### src/rtl/pleiads_dl_pkg.sv
// Shared constants and types for the Pleiads ROM download path.
// Region map is common to the ioctl loader and any SDRAM-backed loader.
package pleiads_dl_pkg;

    localparam logic [15:0] PROG_BASE = 16'h0000;
    localparam logic [15:0] BG_BASE   = 16'h4000;
    localparam logic [15:0] FG_BASE   = 16'h5000;
    localparam logic [15:0] PROM_BASE = 16'h6000;
    localparam logic [15:0] ROM_END   = 16'h6200;

    typedef logic [3:0] region_t;

    localparam region_t RGN_NONE = 4'b0000;
    localparam region_t RGN_PROG = 4'b0001;
    localparam region_t RGN_BG   = 4'b0010;
    localparam region_t RGN_FG   = 4'b0100;
    localparam region_t RGN_PROM = 4'b1000;

    typedef enum logic [2:0] {
        ST_BOOT,
        ST_LOAD,
        ST_CHECK,
        ST_HOLD,
        ST_RUN
    } state_t;

endpackage

### src/rtl/pleiads_dl_region.sv
// Combinational ROM region decoder: byte address to one-hot region.
// Anything past ROM_END, or with upper address bits set, is out of range.
module pleiads_dl_region
    import pleiads_dl_pkg::*;
(
    input  logic [24:0] addr,
    output logic [3:0]  region,
    output logic        out_of_range
);

    logic [15:0] lo;
    logic        hi_zero;

    assign lo      = addr[15:0];
    assign hi_zero = (addr[24:16] == 9'd0);

    always_comb begin
        region       = RGN_NONE;
        out_of_range = 1'b0;
        if (!hi_zero || lo >= ROM_END) begin
            out_of_range = 1'b1;
        end else if (lo >= PROM_BASE) begin
            region = RGN_PROM;
        end else if (lo >= FG_BASE) begin
            region = RGN_FG;
        end else if (lo >= BG_BASE) begin
            region = RGN_BG;
        end else if ((lo - PROG_BASE) < (BG_BASE - PROG_BASE)) begin
            region = RGN_PROG;
        end
    end

endmodule

### src/rtl/pleiads_dl_ctrl.sv
// ioctl download controller: forwards bytes, checks the image, stretches core reset.
// Optional PLEIADS_DL_CHECKSUM_EN adds a modulo-256 byte-sum check.
module pleiads_dl_ctrl
    import pleiads_dl_pkg::*;
#(
    parameter logic [15:0] EXP_LEN     = 16'h6200,
    parameter int unsigned HOLD_CYCLES = 1024,
    parameter logic [7:0]  EXP_SUM     = 8'h00
) (
    input  logic        clk,
    input  logic        reset_n,
    input  logic        ioctl_download,
    input  logic        ioctl_wr,
    input  logic [24:0] ioctl_addr,
    input  logic [7:0]  ioctl_dout,
    output logic [15:0] dn_addr,
    output logic [7:0]  dn_data,
    output logic        dn_wr,
    output logic [3:0]  dn_region,
    output logic        core_reset,
    output logic        dl_ok,
    output logic        dl_err
);

    localparam logic [15:0] HOLD_INIT = 16'(HOLD_CYCLES - 1);

    state_t      state;
    state_t      state_n;
    logic        dl_q;
    logic        rise;
    logic        accept;
    logic        enter_load;
    logic        pass;
    logic        oor;
    region_t     region;
    logic [15:0] count;
    logic [15:0] hold_cnt;
    logic        ovf;

    pleiads_dl_region u_region (
        .addr         (ioctl_addr),
        .region       (region),
        .out_of_range (oor)
    );

    assign rise       = ioctl_download & ~dl_q;
    assign accept     = (state == ST_LOAD) & ioctl_wr;
    assign enter_load = (state_n == ST_LOAD) & (state != ST_LOAD);

`ifdef PLEIADS_DL_CHECKSUM_EN
    logic [7:0] sum;

    always_ff @(posedge clk or negedge reset_n) begin
        if (!reset_n) begin
            sum <= 8'd0;
        end else if (enter_load) begin
            sum <= 8'd0;
        end else if (accept) begin
            sum <= sum + ioctl_dout;
        end
    end

    assign pass = (count == EXP_LEN) & ~ovf & (sum == EXP_SUM);
`else
    logic unused_sum;

    assign unused_sum = ^EXP_SUM;
    assign pass       = (count == EXP_LEN) & ~ovf;
`endif

    always_comb begin
        state_n = state;
        unique case (state)
            ST_BOOT: begin
                if (rise) state_n = ST_LOAD;
            end
            ST_LOAD: begin
                if (!ioctl_download) state_n = ST_CHECK;
            end
            ST_CHECK: begin
                state_n = ST_HOLD;
            end
            ST_HOLD: begin
                if (rise) begin
                    state_n = ST_LOAD;
                end else if (hold_cnt == 16'd0) begin
                    state_n = dl_ok ? ST_RUN : ST_BOOT;
                end
            end
            ST_RUN: begin
                if (rise) state_n = ST_LOAD;
            end
            default: state_n = ST_BOOT;
        endcase
    end

    always_ff @(posedge clk or negedge reset_n) begin
        if (!reset_n) begin
            state      <= ST_BOOT;
            dl_q       <= 1'b0;
            core_reset <= 1'b1;
        end else begin
            state      <= state_n;
            dl_q       <= ioctl_download;
            core_reset <= (state_n != ST_RUN);
        end
    end

    always_ff @(posedge clk or negedge reset_n) begin
        if (!reset_n) begin
            count <= 16'd0;
            ovf   <= 1'b0;
        end else if (enter_load) begin
            count <= 16'd0;
            ovf   <= 1'b0;
        end else if (accept) begin
            if (count != 16'hFFFF) count <= count + 16'd1;
            if (oor) ovf <= 1'b1;
        end
    end

    // Out-of-range bytes are counted but never reach the core.
    always_ff @(posedge clk or negedge reset_n) begin
        if (!reset_n) begin
            dn_addr   <= 16'd0;
            dn_data   <= 8'd0;
            dn_wr     <= 1'b0;
            dn_region <= RGN_NONE;
        end else begin
            dn_wr     <= accept & ~oor;
            dn_region <= (accept & ~oor) ? region : RGN_NONE;
            if (accept && !oor) begin
                dn_addr <= ioctl_addr[15:0];
                dn_data <= ioctl_dout;
            end
        end
    end

    always_ff @(posedge clk or negedge reset_n) begin
        if (!reset_n) begin
            dl_ok    <= 1'b0;
            dl_err   <= 1'b0;
            hold_cnt <= 16'd0;
        end else if (enter_load) begin
            dl_ok  <= 1'b0;
            dl_err <= 1'b0;
        end else if (state == ST_CHECK) begin
            dl_ok    <= pass;
            dl_err   <= ~pass;
            hold_cnt <= HOLD_INIT;
        end else if (state == ST_HOLD && hold_cnt != 16'd0) begin
            hold_cnt <= hold_cnt - 16'd1;
        end
    end

endmodule

### config.mk
export PLATFORM = sky130hd
export DESIGN_NAME = pleiads_dl_ctrl
export DESIGN_NICKNAME = d
export VERILOG_FILES = /design/src/rtl/pleiads_dl_pkg.sv /design/src/rtl/pleiads_dl_region.sv /design/src/rtl/pleiads_dl_ctrl.sv
export SDC_FILE = /design/constraint.sdc
export NUM_CORES = 1
export LEC_CHECK = 0
export BUFFER_PORTS_ARGS = -buffer_cell sky130_fd_sc_hd__clkbuf_2
export CORE_MARGIN = 2
export CORE_UTILIZATION = 40
export DETAILED_ROUTE_END_ITERATION = 10
export SETUP_SLACK_MARGIN = 0.5
export SLEW_MARGIN = 30
export SYNTH_ARGS = -nofsm -noshare
export SYNTH_HDL_FRONTEND = slang
export SYNTH_SLANG_ARGS = --single-unit
### constraint.sdc
create_clock -name clk -period 2.4 [get_ports clk]
set_input_delay 0.12 -clock clk [delete_from_list [all_inputs] [get_ports clk]]
set_output_delay 0.12 -clock clk [all_outputs]
set_load 0.05 [all_outputs]
==> summary.md <==
| Metric | Value |
|---|---|
| Outcome | finished clean |
| Mux share of post-synthesis cell area | 0.100 |
| Clock skew | ~0.0086 ns |
| RSZ-0062 raised after global routing | yes |
| Crit path kind | reg2reg |
| Syn-to-layout area delta | 40.2% |
| GP Congestion | about 0.85 |
| Startpoint types | register |
| Yosys warns | 0 |
| Largest family of logic cells by synthesized area | simple AND/OR/NAND/NOR gates |
| Crit end category | register |
| Final Max Tran Viols | 0 |
| Number of synthesized flops with an enable pin | 0 |
| Die Y | about 95 um |
| Hold path start | ioctl_dout[2] |
| CP startpoint | hold_cnt[6]$_DFFE_PN0P_ |
| Slowest cell delay on critical path | between 0.5 and 0.6 ns |
| Core area | just over 0.008 mm2 |
| Crit path arrival time | 2.38 ns |
| Dpl cells | just under 500 |
| Lkg Pwr | between 2 and 2.5 nW |
| F_max | 0.467 GHz |
| TritonCTS clock tree | built |
| Ys flop type | dfrtp_1 |
| Fin crit share | 0.893 |
| Setup TNS | 0 ns |
| Peak supply drop | between 0.0003 and 0.0004 V |
| CTS clk-pin slew, worst paths | ~0.080 ns |
| Post-Synth XOR/XNOR Area | 0.0160 |
| Synth top area cells | dfrtp_1, mux2_2, nand2_1, nor2_1, nor3_1 |
| Number of diodes | 0 |
| Root Driver | clkbuf_8 |
| Cell taking the most area after synthesis | dfrtp_1 |
| DRC | 0 |
| Top post-synthesis cells by count | dfrtp_1, nand2_1, nor2_1, mux2_2, nor3_1 |
| Worst Path Max Fanout | 7 |
| Starting Density | 0.406 |
| WL per Instance | roughly 15 um |
| Post-synth cell types | 52 |
| Crit-path most repeated cell | or4_4 |
| Reg2reg setup slack | 0.26 ns |
| CTS Buffer Depth | 2 |
| Initial antenna violation count | 0 |
| TritonCTS Buffers | 9 |
| Cell with the most instances after synthesis | dfrtp_1 |
| Compound-gate portion of the synthesized area | 0.112 |
| Max-cap violations | 0 |
| Post-route ant nets | 0 |
| Grt total ovfl | 0 |
| GRT Util Overall | 0.191 |
| Worst skew pair latency | roughly 0.35 ns |
| Worst r2r src | hold_cnt[6]$_DFFE_PN0P_ |
| Async SR Flop Fraction | 1.00 |
| HP Class | in2reg |
| Power per cell area | about 700 mW/mm2 |
| Final nets | 476 |
| Final number of hold-violating endpoints | 0 |
| Fin crit period | approximately 2.1 ns |
| Ports | between 60 and 70 |
| DR pass1 iterations | 4 |
| Dpl hpwl | between 5000 and 6000 um |
| Vias in the first global route | ~2800 |
| Die outline width | 94.6 um |
| Total clock sinks | 69 |
| Avg Inst Size Synth | between 10 and 15 um2 |
| Req. time, crit path | 2.63 ns |
| Register area share after synthesis | 0.526 |
| Slew HR | 0.500 |
| Post-synthesis adder-cell area fraction | 0.0114 |
| Final Setup Violations | 0 |
| Total die area | a little under 0.009 mm2 |
| Share of the synthesized area in the top cell type | 0.518 |
| Slew @ Worst Pin | 0.750 ns |
| Synth Register Bits | between 60 and 70 |
| Largest net degree at the start of global routing | 35 |
| Syn_nets | roughly 350 |
| Total routed wirelength | slightly above 8000 um |
| Layout cells sized above 1 | 0.407 |
| CTS H-tree depth | 3 |
| Via count | approximately 2900 |
| Total power | roughly 3.2 mW |
| Rows | 33 |
| First-pass GRT wire length | 13300 um |
| Drt first-iter violations | approximately 110 |
| Mapped Cells | between 300 and 400 |
| Vias per cell | 5.33 |
| CP cell instances | or4_4, or4_4, o21ai_4, nor4_2, a211o_1 |
| Worst path slowest cell | or4_4 |
| Layout Cells excl Fill | 545 |
| Post-Syn Area | 0.00328 mm2 |
| Port Buffer Count | 68 |
| Post-Synth Simple-Gate Area | 0.213 |
[timing repair]
| action | in CTS | in global routing |
|---|---|---|
| pin swaps | 11 | 7 |
| setup endpoints to repair | 22 | 54 |
| gates resized for setup | 20 | 23 |
| buffers inserted | 13 | 9 |
| endpoints found under the hold margin | 49 | 0 |
| hold buffers | 20 | 0 |
[layout make-up]
| cell class | count | area (um2) |
|---|---|---|
| Inverter | 10 | 37.5 |
| Multi-Input combinational cell | 225 | 1670 |
| Sequential cell | 69 | 1730 |
| Tap cell | 105 | 131 |
| Fill cell | 719 | 3490 |
| Clock buffer | 10 | 138 |
| Timing Repair Buffer | 121 | 811 |
| Clock inverter | 5 | 83.8 |
[metal layers]
metal	GRT usage	share of wire	vias up
li1	-	-	1399
met3	0.0367	0.039	19
met2	0.317	0.50	69
met4	0.0833	0.024	0
met5	0	0	-
met1	0.242	0.44	1417
[cells by family after synthesis]
family | Yosys count
xor gates and xnor gates | 6
buffers and inverters | 18
DFF | 69
AOI/OAI and AO/OA | 53
adders and majority gates | 3
muxes | 30
and+or+nand+nor | 133
[state kept, by name (all words and copies together) (netlist names)]
register    cells
core_reset      1
count          16
dl_err          1
dl_ok           1
dl_q            1
dn_addr        16
dn_data         8
dn_region       4
dn_wr           1
hold_cnt       16
ovf             1
state           3
[where the power goes]
group | internal, mW | switching [mW]
clock network | 0.611 | 0.461
logic | 0.335 | 0.439
registers | 1.26 | 0.0882
total | 2.20 | 0.988
[worst max-delay path, delay by kind of cell (launching register included)]
kind	cells	cell delay [ns]
simple gates	3	1.11
compound gates	2	0.51
flops	1	0.40
[placed cells by master (no fill, tap or decap), types with 3 or more instances in the layout]
cell type	Yosys	final
a21oi_1	13	11
a31oi_1	5	5
buf_4	0	27
buf_6	0	6
clkbuf_2	0	67
clkbuf_8	0	10
dfrtp_1	68	66
dlygate4sd3_1	0	20
inv_1	10	10
mux2_2	23	23
mux2i_1	7	7
nand2_1	29	27
nand2b_1	5	5
nand3_1	10	8
nand4_1	5	5
nor2_1	26	23
nor2b_1	3	3
nor3_1	17	13
nor3_2	0	3
nor4_1	12	7
nor4_2	0	4
o21ai_0	6	6
or3_1	6	4
or3_4	1	3
xnor2_1	6	6
[worst paths after layout]
kind                       cells after the start                       end
hold reg to reg                                1  hold_cnt[14]$_DFFE_PN0P_
min in group asynchronous                      2    dn_addr[0]$_DFFE_PN0P_
setup / recovery                               5  hold_cnt[15]$_DFFE_PN0P_
max in group asynchronous                      3      count[3]$_DFFE_PN0P_
hold / removal                                 2    dn_data[2]$_DFFE_PN0P_
setup reg to reg                               5  hold_cnt[15]$_DFFE_PN0P_
[stage by stage]
step	util	instance area [um2]	hold WS [ns]	setup WS (ns)
4_1_cts	0.547	4420	0.00232	0.288
2_1_floorplan	-	3310	-0.176	0.255
3_5_place_dp	0.471	3810	0.234	0.119
5_1_grt	0.569	4600	0.0128	0.222
3_3_place_gp	0.471	3810	0.229	0.126
6_report	0.569	4600	0.0127	0.258
Power figures use the tool's default switching activity.
